## src/rtl/router_pkg.sv

```systemverilog
// ----------------------------------------------------------------------------
// router_pkg
// Shared constants and types for the 1x3 router output FIFO.
//   DATA_W       byte width of the router stream
//   FIFO_DEPTH   entries per output FIFO (power of two)
//   FIFO_ADDR_W  log2(FIFO_DEPTH); FIFO pointers carry one extra wrap bit
//   HDR_LEN_*    payload-length field inside a header byte
//   HDR_ADDR_W   destination-address field width inside a header byte
//   PKT_CNT_W    width of the read-side packet byte counter
// ----------------------------------------------------------------------------
package router_pkg;

   localparam int DATA_W      = 8;
   localparam int FIFO_DEPTH  = 16;
   localparam int FIFO_ADDR_W = 4;
   localparam int HDR_LEN_MSB = 7;
   localparam int HDR_LEN_LSB = 2;
   localparam int HDR_ADDR_W  = 2;
   localparam int PKT_CNT_W   = 7;

   // One FIFO entry: header marker above the data byte.
   typedef struct packed {
      logic              hdr;
      logic [DATA_W-1:0] data;
   } fifo_word_t;

   // Bytes still to follow a header: payload length plus the parity byte.
   function automatic logic [PKT_CNT_W-1:0] hdr_pkt_cnt(input logic [DATA_W-1:0] hdr_byte);
      return PKT_CNT_W'(hdr_byte[HDR_LEN_MSB:HDR_LEN_LSB]) + PKT_CNT_W'(1);
   endfunction

endpackage

```

## src/rtl/router_fifo_if.sv

```systemverilog
// ----------------------------------------------------------------------------
// router_fifo_if
// Bundle between the register stage / read port (master) and one output
// FIFO (slave).
//   soft_reset   sync flush request
//   write_enb    write request, lfd_state marks data_in as a header
//   read_enb     read request
//   data_in      byte from register stage
//   data_out     registered read byte
//   full/empty   occupancy flags
//   pkt_active   packet read in progress
//   fill_level   entry count (only with ROUTER_FIFO_OCCUPANCY_EN defined)
// ----------------------------------------------------------------------------
interface router_fifo_if;
   import router_pkg::*;

   logic              soft_reset;
   logic              write_enb;
   logic              read_enb;
   logic              lfd_state;
   logic [DATA_W-1:0] data_in;
   logic [DATA_W-1:0] data_out;
   logic              full;
   logic              empty;
   logic              pkt_active;
`ifdef ROUTER_FIFO_OCCUPANCY_EN
   logic [FIFO_ADDR_W:0] fill_level;
`endif

   modport master (
      output soft_reset, write_enb, read_enb, lfd_state, data_in,
`ifdef ROUTER_FIFO_OCCUPANCY_EN
      input  fill_level,
`endif
      input  data_out, full, empty, pkt_active
   );

   modport slave (
      input  soft_reset, write_enb, read_enb, lfd_state, data_in,
`ifdef ROUTER_FIFO_OCCUPANCY_EN
      output fill_level,
`endif
      output data_out, full, empty, pkt_active
   );

endinterface

```

## src/rtl/router_fifo_mem.sv

```systemverilog
// ----------------------------------------------------------------------------
// router_fifo_mem
// (DATA_W+1) x DEPTH storage for one output FIFO. Synchronous write,
// asynchronous read by address; contents are never reset.
//   clock      rising-edge clock
//   wr_en_i    write strobe (already qualified by the FIFO)
//   wr_addr_i  write address
//   wr_word_i  {header marker, byte}
//   rd_addr_i  read address
//   rd_word_o  word at rd_addr_i
// ----------------------------------------------------------------------------
module router_fifo_mem
   import router_pkg::*;
#(
   parameter int DEPTH  = FIFO_DEPTH,
   parameter int ADDR_W = FIFO_ADDR_W
) (
   input  logic              clock,
   input  logic              wr_en_i,
   input  logic [ADDR_W-1:0] wr_addr_i,
   input  fifo_word_t        wr_word_i,
   input  logic [ADDR_W-1:0] rd_addr_i,
   output fifo_word_t        rd_word_o
);

   fifo_word_t mem_q [DEPTH];

   always_ff @(posedge clock) begin
      if (wr_en_i) begin
         mem_q[wr_addr_i] <= wr_word_i;
      end
   end

   assign rd_word_o = mem_q[rd_addr_i];

endmodule

```

## src/rtl/router_fifo.sv

```systemverilog
// ----------------------------------------------------------------------------
// router_fifo
// Per-destination output FIFO of the 1x3 router. Stores header/payload/parity
// bytes with a header marker and, on the read side, counts the packet length
// so the reader sees exactly header + payload + parity before data_out idles
// back to zero.
//   clock    rising-edge clock
//   resetn   asynchronous active-low reset
//   fifo     router_fifo_if.slave: soft_reset, write_enb, read_enb,
//            lfd_state, data_in, data_out, full, empty, pkt_active
//            (+ fill_level when ROUTER_FIFO_OCCUPANCY_EN is defined)
// Optional feature macro: ROUTER_FIFO_OCCUPANCY_EN adds fill_level.
// ----------------------------------------------------------------------------
module router_fifo
   import router_pkg::*;
#(
   parameter int DEPTH  = FIFO_DEPTH,
   parameter int ADDR_W = FIFO_ADDR_W
) (
   input  logic         clock,
   input  logic         resetn,
   router_fifo_if.slave fifo
);

   logic [ADDR_W:0]    wr_ptr_q,   wr_ptr_d;
   logic [ADDR_W:0]    rd_ptr_q,   rd_ptr_d;
   logic [PKT_CNT_W-1:0] pkt_cnt_q, pkt_cnt_d;
   logic [DATA_W-1:0]  data_out_q, data_out_d;

   logic       full_w;
   logic       empty_w;
   logic       wr_acc;
   logic       rd_acc;
   fifo_word_t wr_word;
   fifo_word_t rd_word;

   // Flags come from registered pointers only; the wrap bit tells a full
   // ring from an empty one when the index bits match.
   assign full_w  = (wr_ptr_q[ADDR_W] != rd_ptr_q[ADDR_W]) &&
                    (wr_ptr_q[ADDR_W-1:0] == rd_ptr_q[ADDR_W-1:0]);
   assign empty_w = (wr_ptr_q == rd_ptr_q);

   // soft_reset wins over both ports in the same cycle. A full FIFO refuses a
   // write even when a read frees an entry on the same edge.
   assign wr_acc = fifo.write_enb && !full_w  && !fifo.soft_reset;
   assign rd_acc = fifo.read_enb  && !empty_w && !fifo.soft_reset;

   assign wr_word.hdr  = fifo.lfd_state;
   assign wr_word.data = fifo.data_in;

   router_fifo_mem #(
      .DEPTH  (DEPTH),
      .ADDR_W (ADDR_W)
   ) u_mem (
      .clock     (clock),
      .wr_en_i   (wr_acc),
      .wr_addr_i (wr_ptr_q[ADDR_W-1:0]),
      .wr_word_i (wr_word),
      .rd_addr_i (rd_ptr_q[ADDR_W-1:0]),
      .rd_word_o (rd_word)
   );

   always_comb begin
      wr_ptr_d   = wr_ptr_q;
      rd_ptr_d   = rd_ptr_q;
      pkt_cnt_d  = pkt_cnt_q;
      data_out_d = data_out_q;

      if (fifo.soft_reset) begin
         wr_ptr_d   = '0;
         rd_ptr_d   = '0;
         pkt_cnt_d  = '0;
         data_out_d = '0;
      end else begin
         if (wr_acc) begin
            wr_ptr_d = wr_ptr_q + (ADDR_W+1)'(1);
         end

         if (rd_acc) begin
            rd_ptr_d   = rd_ptr_q + (ADDR_W+1)'(1);
            data_out_d = rd_word.data;
            if (rd_word.hdr) begin
               pkt_cnt_d = hdr_pkt_cnt(rd_word.data);
            end else if (pkt_cnt_q != '0) begin
               pkt_cnt_d = pkt_cnt_q - PKT_CNT_W'(1);
            end
         end else if (pkt_cnt_q == '0) begin
            // Between packets the read port idles at zero.
            data_out_d = '0;
         end
      end
   end

   always_ff @(posedge clock or negedge resetn) begin
      if (!resetn) begin
         wr_ptr_q   <= '0;
         rd_ptr_q   <= '0;
         pkt_cnt_q  <= '0;
         data_out_q <= '0;
      end else begin
         wr_ptr_q   <= wr_ptr_d;
         rd_ptr_q   <= rd_ptr_d;
         pkt_cnt_q  <= pkt_cnt_d;
         data_out_q <= data_out_d;
      end
   end

   assign fifo.data_out   = data_out_q;
   assign fifo.full       = full_w;
   assign fifo.empty      = empty_w;
   assign fifo.pkt_active = (pkt_cnt_q != '0);

`ifdef ROUTER_FIFO_OCCUPANCY_EN
   // Modular difference of the wrap-bit pointers gives 0..DEPTH directly.
   assign fifo.fill_level = wr_ptr_q - rd_ptr_q;
`endif

endmodule

```

## src/flat_wrapper.sv

```systemverilog
// flat-port wrapper written by rule: the top's interface ports become plain ports
module router_fifo_flat import router_pkg::*;
#(
   parameter int DEPTH  = FIFO_DEPTH,
   parameter int ADDR_W = FIFO_ADDR_W
)
  (clock, resetn, fifo_soft_reset, fifo_write_enb, fifo_read_enb, fifo_lfd_state, fifo_data_in, fifo_data_out, fifo_full, fifo_empty, fifo_pkt_active);
  router_fifo_if fifo_i ();
  input  logic clock;
  input  logic resetn;
  input wire logic [$bits(fifo_i.soft_reset)-1:0] fifo_soft_reset;
  input wire logic [$bits(fifo_i.write_enb)-1:0] fifo_write_enb;
  input wire logic [$bits(fifo_i.read_enb)-1:0] fifo_read_enb;
  input wire logic [$bits(fifo_i.lfd_state)-1:0] fifo_lfd_state;
  input wire logic [$bits(fifo_i.data_in)-1:0] fifo_data_in;
  output wire logic [$bits(fifo_i.data_out)-1:0] fifo_data_out;
  output wire logic [$bits(fifo_i.full)-1:0] fifo_full;
  output wire logic [$bits(fifo_i.empty)-1:0] fifo_empty;
  output wire logic [$bits(fifo_i.pkt_active)-1:0] fifo_pkt_active;
  assign fifo_i.soft_reset = fifo_soft_reset;
  assign fifo_i.write_enb = fifo_write_enb;
  assign fifo_i.read_enb = fifo_read_enb;
  assign fifo_i.lfd_state = fifo_lfd_state;
  assign fifo_i.data_in = fifo_data_in;
  assign fifo_data_out = fifo_i.data_out;
  assign fifo_full = fifo_i.full;
  assign fifo_empty = fifo_i.empty;
  assign fifo_pkt_active = fifo_i.pkt_active;
  router_fifo #(.DEPTH(DEPTH), .ADDR_W(ADDR_W)) u_core (.clock(clock), .resetn(resetn), .fifo(fifo_i));
endmodule
```

## config.mk

```make
export PLATFORM = sky130hd
export DESIGN_NAME = router_fifo_flat
export DESIGN_NICKNAME = d
export VERILOG_FILES = /design/src/rtl/router_pkg.sv /design/src/rtl/router_fifo_if.sv /design/src/rtl/router_fifo_mem.sv /design/src/rtl/router_fifo.sv /design/src/flat_wrapper.sv
export SDC_FILE = /design/constraint.sdc
export NUM_CORES = 1
export LEC_CHECK = 0
export CAP_MARGIN = 20
export CELL_PAD_IN_SITES_DETAIL_PLACEMENT = 1
export CELL_PAD_IN_SITES_GLOBAL_PLACEMENT = 2
export CORE_MARGIN = 5
export CORE_UTILIZATION = 45
export CTS_CLUSTER_DIAMETER = 100
export CTS_CLUSTER_SIZE = 24
export DETAILED_ROUTE_END_ITERATION = 6
export HOLD_SLACK_MARGIN = 0.02
export PLACE_DENSITY = 0.78
export SYNTH_ARGS = -nofsm -noshare
export SYNTH_HDL_FRONTEND = slang
export SYNTH_HIERARCHICAL = 1
export SYNTH_SLANG_ARGS = --single-unit
```

## constraint.sdc

```tcl
create_clock -name clock -period 9.2 [get_ports clock]
set_input_delay 2.76 -clock clock [delete_from_list [all_inputs] [get_ports clock]]
set_output_delay 2.76 -clock clock [all_outputs]
set_load 0.005 [all_outputs]
```

# After elaboration in Yosys (flattened, before gate mapping)
# Memories as Yosys holds them, arrays and structs flattened.
# Cells that the tools add are included.
# W data, S select, Z words.
# classes
n_eq_ne,3
add_sub_neg,4
muxes,13
reduce_logical,15
# ops
operator,n
$mux W7,4
$mux W8,3
$mux W5,4
$add A5 B1 Y5 const B,2
$add A6 B1 Y7 const B,1
$logic_not A7 Y1,1
$reduce_bool A7 Y1,1
$sub A7 B1 Y7 const B,1
$reduce_bool A3 Y1,2
$eq A5 B5 Y1,1
$logic_and A1 B1 Y1,5
$eq A4 B4 Y1,1
$reduce_bool A2 Y1,2
$logic_not A1 Y1,3
$mux W1,2
$reduce_and A2 Y1,1
$ne A1 B1 Y1,1
# word_totals
memories,1
out_inout_bits,11
mem_bits_rw,144
wordCells,40
regBits,25
# mem_list
name,depth,word_bits,read_ports,rd_ports_with_merged_regs,wr,line_no,text
u_core.u_mem.mem_q,16,9,1,0,1,router_fifo_mem.sv:26,fifo_word_t mem_q [DEPTH];

# Logic depth before layout (Yosys ltp)
# Gate-level depths: netlist (run 1).
# logic_depth
depth_word,7
ltp_mapped,10
mapped_depth_nobuf,8

# Modules after synthesis
# The synthesis (run 1) kept the hierarchy.
# by_module_without_submodules
mod,area_per_inst_um2,cells_per_inst,instances,seq_area_each_um2
router_fifo_mem,5600.4,245,1,4324.1
router_fifo,1687.9,176,1,625.6

# Worst setup path after synthesis (run 1)
# Ideal clock, no wire load.
# synth_path
path_type,input-to-reg
start,input port fifo_write_enb
end,"memory u_core/u_mem/mem_q[0][0] (netlist bit), enable pin"
path_stages,4
t_required_ns,8.813
setup_slack_ns,4.397
setup_time_ns,0.387
t_arrival_ns,4.417
cell_sequence,a21boi_1 nor2b_1 or3b_2 nor3_1
# synth_between
elab_chain_cells,4
# synth_rtl
element,line_no,text
from (decl),flat_wrapper.sv:12,input wire logic [$bits(fifo_i.write_enb)-1:0] fifo_write_enb;
$logic_and A1 B1 Y1 (2 in a row),router_fifo.sv:45,assign wr_acc = fifo.write_enb && !full_w && !fifo.soft_reset;
via u_core.wr_acc,router_fifo.sv:32,logic wr_acc;
$mux W1,router_fifo_mem.sv:29,if (wr_en_i) begin
$mux W1 (implied by the code),router_fifo_mem.sv:30,mem_q[wr_addr_i] <= wr_word_i;
to (decl),router_fifo_mem.sv:26,
# The timed path passes the listed nets, and every way through them passes these cells.

# Final worst setup path (run 1)
# layout_path
start,register u_core.rd_ptr_q[0]
end,output port fifo_empty
# layout_between
elab_chain_cells,1
# layout_rtl
element,line_no,text
from (decl),router_fifo.sv:26,"logic [ADDR_W:0] rd_ptr_q, rd_ptr_d;"
from (signal assigned),router_fifo.sv:102,rd_ptr_q <= rd_ptr_d;
$eq A5 B5 Y1,router_fifo.sv:41,assign empty_w = (wr_ptr_q == rd_ptr_q);
to (decl),flat_wrapper.sv:18,output wire logic [$bits(fifo_i.empty)-1:0] fifo_empty;
# No other way between the ends.

==> run_results.csv, run 1 <==
group,metric,value,unit
setup_path,critPathKind,"reg -> out",
cells_and_area,areaGrowthSynthToFinish,14.0,%
floorplan,start_util,45.9,%
floorplan,die-area,0.0188,sq mm
power_and_ir_drop,leakage,2.79,nW
cells_and_area,num_antenna_cells,0,
route,ant_nets,0,
placed_design,dp_cells,647,
synth,ys_seq_area_share,67.9,%
power_and_ir_drop,power_density,233,mW/mm^2
floorplan,core-area,0.0159,sq mm
route,via_count,3912,
clocking,post_cts_resized,0,
synth,yosysUniqueCellTypes,49,
power_and_ir_drop,ir_drop,138,uV
route,wire_per_inst,23.6,microns
global_routing,grt_max_degree,52,
global_routing,grt_use_total,18.2,%
synth,avgSynthCellArea,17.3,sq um
setup_path,critPathArrivalTime,3.20,ns
clocking,cts_htree_levels,4,
floorplan,chipHeight,137,microns
clocking,cts_hold_buf,0,
power_and_ir_drop,power_frac_seq,44.9,%
cells_and_area,final_cell_count_no_fill,682,
synth,yosysWarnings,6,
global_routing,grt_pass1_wl,24700,microns
clocking,cts-root-buf,"clkbuf_16",
timing,slew_headroom,30.9,%
power_and_ir_drop,switching_share,26.9,%
clocking,cts.sinks,169,
synth,synth_area,0.00729,sq mm
placed_design,port_buffers,24,
timing,slew_violations,0,
setup_path,crit_required,6.44,ns
power_and_ir_drop,p_clk_share,36.7,%
route,routed_wirelength,16100,microns
route,drc_errors,0,
floorplan,io_pins,25,
timing,fin_crit,5.96,ns
timing,worst_clock_skew,0.00914,ns
power_and_ir_drop,combPwrFrac,18.5,%
clocking,path_clk_slew,0.07,ns
synth,synth_top_flop_cell,"edfxtp_1",
run,maxCapViolCount,0,
hold_path,hp-class,"reg -> reg",
route,drtPass1Iterations,4,
clocking,cts-buffers-inserted,17,
clocking,cts_tree,"built",
clocking,clk_latency,0.42,ns
outcome,status,"finished, final reports clean",
global_routing,grt_overflow,0,
setup_path,crit_path_max_fanout,41,
timing,timing.final.crit_share,64.8,%
power_and_ir_drop,internal-power,1.42,mW
timing,fmax,168,MHz
cells_and_area,drive_above_1_share,15.7,%
power_and_ir_drop,p_sw,0.522,mW
global_routing,grt_pass1_vias,4182,
floorplan,fp-row-count,46,
clocking,clockBufferDepth,2,
synth,synth_seq_cells,169,
synth,synthCells,421,
timing,setup-tns-final,0,ns
route,drt-vias-per-instance,5.74,
setup_path,critPathCaptureType,"output pin",
timing,rsz0062_at_grt,"no",
route,drt_iter0_drc,202,
setup_path,start_kind,"register",
synth,synth_edf_count,144,
timing,finalSetupViolCount,0,
cells_and_area,num-nets-final,471,
floorplan,die_w,137,microns
clocking,post_cts_buffers,0,
placed_design,dp.final_hpwl,10300,microns
synth,ys_async_sr_fraction,14.8,%
timing,worst_pin_slew,1.03,ns
timing,finalHoldViolCount,0,
placed_design,gp_congestion,0.789,
synth,syn_nets,439,
global_routing,antenna_found_initial,0,
setup_path,r2r_slack,5.29,ns
-- critical path: stages, from the launching register on --
cell and delay, ns:
dfrtp_2 0.34, buf_4 0.56, xor2_1 0.20, nor4_4 0.85, nand2_1 0.17, inv_1 0.11
clkdlybuf4s50_1 0.50
-- power groups by stage --
stage                     registers [mW]  clock network [mW]  logic (mW)
after CTS                          0.870               0.728       0.364
after floorplan                    0.884                   0       0.254
final                              0.870               0.711       0.358
after global placement             0.886                   0       0.355
after detailed placement           0.886                   0       0.361
after global routing               0.873               0.768       0.386
-- routing by layer --
layer / GRT usage [%] / wire length, microns / vias up / share of wire, %
met5: 0 / 0 / - / 0
met4: 4.82 / 147 / 0 / 0.91
met3: 3.40 / 506 / 11 / 3.1
met2: 30.7 / 8380 / 69 / 52
met1: 24.4 / 7070 / 2069 / 44
li1: - / - / 1763 / -
-- flip-flops by register name, indices dropped and copies added, names as in the netlist --
signal                flops
u_core/rd_ptr_q           5
u_core/wr_ptr_q           5
u_core/pkt_cnt_q          7
u_core/u_mem/mem_q      144
u_core/fifo.data_out      8
-- stage by stage --
step                      total power [mW]  hold slack, ns  util [%]  setup slack (ns)  area [sq um]
after global routing                  2.03           0.588      52.3              2.96          8310
after floorplan                       1.14           0.533         -              4.40          7290
final                                 1.94           0.558      52.3              3.24          8310
after CTS                             1.96           0.562      52.2              3.17          8290
after detailed placement              1.25           0.551      48.4              3.53          7700
after global placement                1.24           0.545      48.4              3.67          7700
-- kinds of logic (layout without fill, tap and decap cells) --
| logic type | count (synthesis) | in the layout | share of synthesized area [%] |
|---|---|---|---|
| multiplexers | 53 | 53 | 14.4 |
| AND/OR/NAND/NOR | 107 | 107 | 8.15 |
| AO/OA/AOI/OAI | 51 | 51 | 5.25 |
| XOR/XNOR | 9 | 9 | 1.08 |
| buffers and inverters | 28 | 73 | 2.51 |
| flip-flops | 169 | 169 | 67.9 |
| adder cells (fa/ha/maj) | 4 | 4 | 0.687 |
-- layout make-up --
| cell class | instances | area, sq um |
|---|---|---|
| clock buffer | 18 | 429 |
| clock inverter | 14 | 168 |
| fill | 1493 | 7570 |
| inverter | 7 | 26.3 |
| multi-input combinational | 224 | 2160 |
| sequential | 169 | 4950 |
| tap | 216 | 270 |
| timing repair buffer | 34 | 310 |
-- synth_stat cells (all sizes together), types with 2 or more instances --
cell type / instances / area (sq um)
and2: 2 / 12.5
xor2: 7 / 61.3
inv: 7 / 26.3
ha: 4 / 50.1
nor4: 3 / 33.8
buf: 10 / 95.1
o32ai: 4 / 35.0
a211o: 2 / 17.5
or3b: 2 / 17.5
nand2b: 19 / 119
o21ai: 4 / 20.0
nor2: 25 / 93.8
or3: 2 / 12.5
mux4: 36 / 867
mux2i: 10 / 100
a221oi: 4 / 35.0
nand4: 5 / 31.3
nand2: 15 / 56.3
dfrtp: 25 / 626
clkbuf: 10 / 51.3
a211oi: 3 / 22.5
mux2: 7 / 82.6
nor3: 6 / 30.0
or4: 2 / 15.0
a2111o: 3 / 33.8
nand3: 5 / 25.0
a22oi: 19 / 143
a21oi: 7 / 35.0
nor2b: 9 / 56.3
edfxtp: 144 / 4320
nand3b: 10 / 75.1
xnor2: 2 / 17.5
-- cells in the final DEF (no fill, tap or decap), types with 4 or more instances in the layout --
cell type        instances
a21oi_1                  7
a221oi_1                 4
a22oi_1                 19
buf_4                    7
clkbuf_16               17
clkdlybuf4s50_1         24
clkinv_4                 4
dfrtp_1                 24
edfxtp_1               144
ha_1                     4
inv_1                    7
mux2_2                   6
mux2i_1                 10
mux4_1                  15
mux4_2                  21
nand2_1                 15
nand2b_1                19
nand3_1                  5
nand3b_1                10
nand4_1                  5
nor2_1                  25
nor2b_1                  9
nor3_1                   6
o32ai_1                  4
xor2_1                   7
-- path summary, 6_finish.rpt --
check / from / to / cells after the start
setup / recovery: u_core/rd_ptr_q[0] / fifo_empty / 6
hold / removal: u_core/fifo.data_out[0] / u_core/fifo.data_out[0] / 2
setup reg to reg: u_core/rd_ptr_q[0] / u_core/pkt_cnt_q[5] / 8
hold reg to reg: u_core/fifo.data_out[0] / u_core/fifo.data_out[0] / 2
max in group asynchronous: resetn / u_core/rd_ptr_q[0] / 2
min in group asynchronous: resetn / u_core/wr_ptr_q[4] / 2
No activity file was read; power rests on OpenSTA's default activity.
==> run 2, diff against run 1 <==
Clock period 9.2 ns to 5.6 ns, I/O delays scaled along.
==> run 2 against run 1 <==
- non-clock buffer count is 1 higher
- routed wire length increased by 2.0%
- first-iteration DRC count grew 36%
- setup slack worse by 2.2 ns
- cell area decreased by 0.14%
- critical endpoint unchanged
- highest routed layer unchanged
==> run_results.csv, run 2 (synthesis results as in run 1) <==
group,metric,value,unit
placed_design,gp_congestion,0.778,
clocking,cts_hold_buf,0,
timing,worst_clock_skew,0.00875,ns
setup_path,crit_family,"simple AND/OR/NAND/NOR gates",
placed_design,dp_cells,651,
timing,setup_ws,1.01,ns
timing,setup-tns-final,0,ns
clocking,path_clk_slew,0.07,ns
setup_path,critPathLaunch,"u_core/rd_ptr_q[0]",
route,routed_wirelength,16400,microns
route,drc_errors,0,
floorplan,core-area,0.0159,sq mm
timing,worst_pin_slew,0.958,ns
route,ant_nets,0,
placed_design,dp.final_hpwl,10500,microns
floorplan,io_pins,25,
setup_path,cpPeakStageDelay,0.85,ns
cells_and_area,layout_common_cells,"edfxtp_1 (144), nor2_1 (25), clkdlybuf4s50_1 (24), dfrtp_1 (24), mux4_2 (21)",
setup_path,crit_required,3.92,ns
setup_path,r2r_slack,1.55,ns
setup_path,crit_chain,"xor2_1 -> nor4_4 -> nand2_1 -> inv_1 -> clkdlybuf4s50_1",
global_routing,antenna_found_initial,0,
cells_and_area,largest-register,"u_core/u_mem/mem_q",
cells_and_area,areaGrowthSynthToFinish,13.9,%
setup_path,slowest_stage,"nor4_4",
setup_path,r2r_end,"u_core/pkt_cnt_q[2]",
clocking,post_cts_resized,0,
floorplan,start_util,45.9,%
setup_path,reg2reg_depth,8,
cells_and_area,design_area,0.00830,sq mm
timing,fin_crit,4.59,ns
clocking,cts_htree_levels,4,
setup_path,critPathCaptureType,"output pin",
timing,fin_hold_ws,0.558,ns
global_routing,grt_max_degree,51,
clocking,cts-buffers-inserted,17,
floorplan,die-area,0.0188,sq mm
clocking,cts_tree,"built",
route,wire_per_inst,24.1,microns
cells_and_area,largest_reg_flops,144,
setup_path,r2r_start,"u_core/rd_ptr_q[0]",
clocking,post_cts_buffers,0,
setup_path,crit_path_max_fanout,19,
timing,finalSetupViolCount,0,
run,maxCapViolCount,0,
outcome,status,"finished, final reports clean",
placed_design,place_ws,1.06,ns
power_and_ir_drop,power_density,383,mW/mm^2
route,drtPass1Iterations,4,
floorplan,fp-row-count,46,
setup_path,start_kind,"register",
placed_design,place_area,0.00773,sq mm
cells_and_area,drive_above_1_share,15.2,%
route,drt_iter0_drc,275,
cells_and_area,num-fill-cells,1487,
setup_path,critPathArrivalTime,2.91,ns
timing,slew_headroom,35.9,%
cells_and_area,num_antenna_cells,0,
power_and_ir_drop,ir_drop,229,uV
timing,rsz0062_at_grt,"no",
floorplan,chipHeight,137,microns
timing,fmax,218,MHz
setup_path,path_depth,5,
clocking,cts.sinks,169,
cells_and_area,final_common_cell,"edfxtp_1",
hold_path,hp-class,"reg -> reg",
route,drt-vias-per-instance,5.82,
clocking,clockBufferDepth,2,
cells_and_area,num-nets-final,472,
floorplan,die_w,137,microns
global_routing,grt_pass1_vias,4277,
setup_path,critPathKind,"reg -> out",
setup_path,endpoint,"fifo_empty",
route,via_count,3966,
timing,timing.final.crit_share,81.9,%
power_and_ir_drop,leakage,2.78,nW
timing,finalHoldViolCount,0,
cells_and_area,final_cell_count_no_fill,682,
clocking,cts-root-buf,"clkbuf_16",
clocking,clk_latency,0.42,ns
timing,slew_violations,0,
global_routing,grt_use_total,18.7,%
global_routing,grt_pass1_wl,25700,microns
placed_design,port_buffers,24,
global_routing,grt_overflow,0,
setup_path,crit_buf_inv,2,
[run 2: changes by cell type in the layout (fill, tap and decap cells not counted), moves of 2 or more]
cell and delta:
clkinv_4 -4, buf_4 +4, inv_6 +2, buf_2 -2
clkinv_1 +2
[run 2: power by group]
group / internal [mW] / switching [mW]
Clock: 0.660 / 0.494
Sequential: 1.40 / 0.0418
Combinational: 0.258 / 0.320
Total: 2.32 / 0.856
[run 2: cell type report]
| class | count | area, sq um | share of cell area, % |
|---|---|---|---|
| flip-flops and latches | 169 | 4950 | 59.7 |
| multi-input cells | 224 | 2160 | 26.0 |
| clock buffers | 18 | 429 | 5.17 |
| repair buffers | 35 | 323 | 3.89 |
| well taps | 216 | 270 | 3.26 |
| clock inverters | 13 | 144 | 1.73 |
| inverters | 7 | 26.3 | 0.317 |
[run 2: metal layers]
metal | GRT usage, % | routed length [microns] | vias up
met5 | 0 | 0 | -
met2 | 29.2 | 7880 | 97
li1 | - | - | 1763
met3 | 3.98 | 770 | 20
met1 | 26.3 | 7430 | 2086
met4 | 6.54 | 340 | 0
[run 2: worst min path at each step]
stage / from / to / slack [ns] / depth (start not counted)
2_1_floorplan: u_core/pkt_cnt_q[3] / u_core/pkt_cnt_q[3] / 0.53 / 2
3_3_place_gp: u_core/fifo.data_out[2] / u_core/fifo.data_out[2] / 0.54 / 2
3_5_place_dp: u_core/fifo.data_out[5] / u_core/fifo.data_out[5] / 0.54 / 2
4_1_cts: u_core/fifo.data_out[5] / u_core/fifo.data_out[5] / 0.56 / 2
5_1_grt: u_core/fifo.data_out[5] / u_core/fifo.data_out[5] / 0.60 / 2
6_report: u_core/fifo.data_out[5] / u_core/fifo.data_out[5] / 0.56 / 2
[run 2: tightest hold or removal path: stages (launching register included)]
cell and delay [ns]:
dfrtp_1 0.37, nand3b_1 0.08, mux2i_1 0.06
[run 2: stage by stage]
| stage | utilization, % | power (mW) |
|---|---|---|
| finish | 52.2 | 3.18 |
| global route | 52.2 | 3.33 |
| CTS | 52.2 | 3.21 |
| global placement | 48.6 | 2.04 |
| detailed placement | 48.6 | 2.05 |
| floorplan | - | 1.87 |
==> run 3, diff against run 2 <==
Settings changed: CORE_UTILIZATION 45 to 42, PLACE_DENSITY 0.78 to 0.76.
Clock period 5.6 ns to 4.1 ns, I/O delays scaled along.
==> run 3 against run 2 <==
- utilization decreased by 2.6 points
- cell area increased by 2.8%
- first-iteration DRC count decreased by 0.36%
- sequential share of layout area decreased by 1.6 points
- highest routed layer unchanged
- register-to-register slack got worse by 0.94 ns
- die area increased by 6.6%
- largest cell class unchanged
- critical path depth unchanged
==> run_results.csv, run 3 (synthesis results as in run 1) <==
group,metric,value,unit
setup_path,crit_required,2.87,ns
clocking,path_clk_slew,0.07,ns
route,routed_wirelength,16400,microns
hold_path,holdPathEnd,"u_core/fifo.data_out[2]",
setup_path,crit_buf_inv,2,
placed_design,dp_cells,678,
clocking,cts_tree,"built",
placed_design,dp.final_hpwl,10800,microns
route,via_count,4039,
outcome,status,"finished, final reports clean",
placed_design,place_ws,0.382,ns
setup_path,r2r_slack,0.61,ns
power_and_ir_drop,leakage,2.92,nW
setup_path,crit_path_max_fanout,9,
timing,slew_headroom,51.9,%
clocking,cts-root-buf,"clkbuf_16",
floorplan,io_pins,25,
timing,finalHoldViolCount,0,
timing,fmax,260,MHz
power_and_ir_drop,switching_share,28.0,%
timing,rsz0062_at_grt,"no",
timing,slew_violations,0,
route,ant_nets,0,
route,drt-vias-per-instance,5.68,
floorplan,die_w,142,microns
setup_path,slowest_stage,"or3b_2",
placed_design,gp_congestion,0.751,
timing,setup_ws,0.253,ns
timing,worst_pin_slew,0.719,ns
timing,fin_hold_ws,0.555,ns
power_and_ir_drop,ir_drop,300,uV
cells_and_area,design_area,0.00853,sq mm
power_and_ir_drop,finalPower,4.42,mW
cells_and_area,multi_input_area,0.00216,sq mm
setup_path,reg2reg_depth,9,
power_and_ir_drop,internal-power,3.18,mW
timing,timing.final.crit_share,93.8,%
timing,fin_crit,3.85,ns
power_and_ir_drop,combPwrFrac,18.3,%
cells_and_area,final_core_util,49.7,%
clocking,cts-buffers-inserted,17,
cells_and_area,num_antenna_cells,0,
cells_and_area,drive_above_1_share,19.5,%
global_routing,grt_max_degree,48,
setup_path,crit_family,"simple AND/OR/NAND/NOR gates",
global_routing,grt_pass1_wl,26000,microns
cells_and_area,areaGrowthSynthToFinish,17.1,%
global_routing,antenna_found_initial,0,
timing,setup-tns-final,0,ns
floorplan,fp-row-count,48,
cells_and_area,num-fill-cells,1671,
cells_and_area,largest_reg_flops,144,
route,wire_per_inst,23.1,microns
route,drtPass1Iterations,5,
setup_path,critPathArrivalTime,2.62,ns
run,maxCapViolCount,0,
floorplan,die-area,0.0201,sq mm
power_and_ir_drop,power_frac_seq,44.6,%
setup_path,critPathKind,"reg -> out",
placed_design,port_buffers,24,
timing,finalSetupViolCount,0,
clocking,cts_hold_buf,0,
hold_path,holdCritStartpoint,"u_core/fifo.data_out[2]",
hold_path,whs_path_depth,2,
placed_design,place_area,0.00789,sq mm
route,drc_errors,0,
setup_path,r2r_end,"u_core/pkt_cnt_q[5]",
setup_path,cpPeakStageDelay,0.51,ns
hold_path,hp-class,"reg -> reg",
global_routing,grt_overflow,0,
cells_and_area,layout_common_cells,"edfxtp_1 (144), buf_4 (28), nor2_1 (25)",
floorplan,start_util,42.4,%
setup_path,crit_chain,"inv_1 -> ha_1 -> or3b_2 -> or4_4 -> clkdlybuf4s50_1",
global_routing,grt_pass1_vias,4261,
clocking,cts.sinks,169,
setup_path,start_kind,"register",
floorplan,chipHeight,142,microns
timing,worst_clock_skew,0.0113,ns
cells_and_area,final_common_cell,"edfxtp_1",
power_and_ir_drop,p_sw,1.24,mW
global_routing,grt_use_total,17.5,%
floorplan,core-area,0.0172,sq mm
power_and_ir_drop,p_clk_share,37.1,%
clocking,cts_htree_levels,4,
cells_and_area,num-nets-final,491,
clocking,clockBufferDepth,2,
clocking,clk_latency,0.43,ns
setup_path,r2r_start,"u_core/rd_ptr_q[0]",
power_and_ir_drop,power_density,518,mW/mm^2
setup_path,critPathCaptureType,"output pin",
route,drt_iter0_drc,274,
cells_and_area,seq_area,0.00495,sq mm
cells_and_area,largest-register,"u_core/u_mem/mem_q",
cells_and_area,final_cell_count_no_fill,711,
-- run 3: final cells by class --
class	count	area share, %
sequential	169	58.0
multi-input combinational	224	25.3
timing repair buffer	54	5.84
clock buffer	17	4.99
tap	225	3.30
clock inverter	15	2.24
inverter	7	0.308
-- run 3: how the worst max path moves through the flow --
stage / startpoint / end / depth (start not counted) / slack (ns)
2_1_floorplan: fifo_write_enb / u_core/u_mem/mem_q[0][0] / 4 / 0.83
3_5_place_dp: fifo_write_enb / u_core/u_mem/mem_q[0][6] / 6 / 0.38
6_report: u_core/pkt_cnt_q[0] / fifo_pkt_active / 5 / 0.25
5_1_grt: u_core/pkt_cnt_q[1] / fifo_pkt_active / 5 / 0.15
3_3_place_gp: fifo_write_enb / u_core/u_mem/mem_q[0][0] / 6 / 0.47
4_1_cts: u_core/pkt_cnt_q[1] / fifo_pkt_active / 5 / 0.08
-- run 3: worst register-to-register path: cells and delay by family (launching register included) --
family / cells / cell delay [ns]
compound gates: 4 / 1.08
flops: 1 / 0.64
mux: 1 / 0.59
simple gates: 2 / 0.58
buf+inv: 2 / 0.47
-- run 3: power by group through the flow --
| stage | combinational [mW] | clock, mW | sequential, mW |
|---|---|---|---|
| global route | 0.893 | 1.75 | 1.98 |
| detailed placement | 0.801 | 0 | 2.00 |
| floorplan | 0.569 | 0 | 1.98 |
| global placement | 0.778 | 0 | 2.00 |
| CTS | 0.804 | 1.67 | 1.97 |
| finish | 0.809 | 1.64 | 1.97 |
-- run 3: metal layers --
metal / GRT usage [%] / up-vias / part of all wire (%)
li1: - / 1800 / -
met1: 23.7 / 2146 / 45
met2: 29.0 / 81 / 51
met3: 3.71 / 12 / 3.4
met4: 4.70 / 0 / 0.79
met5: 0 / - / 0
-- run 3: repair_timing --
item,4_1_cts,5_1_grt
buffers inserted,0,0
resized for setup,0,1
endpoints found under the setup margin,0,1
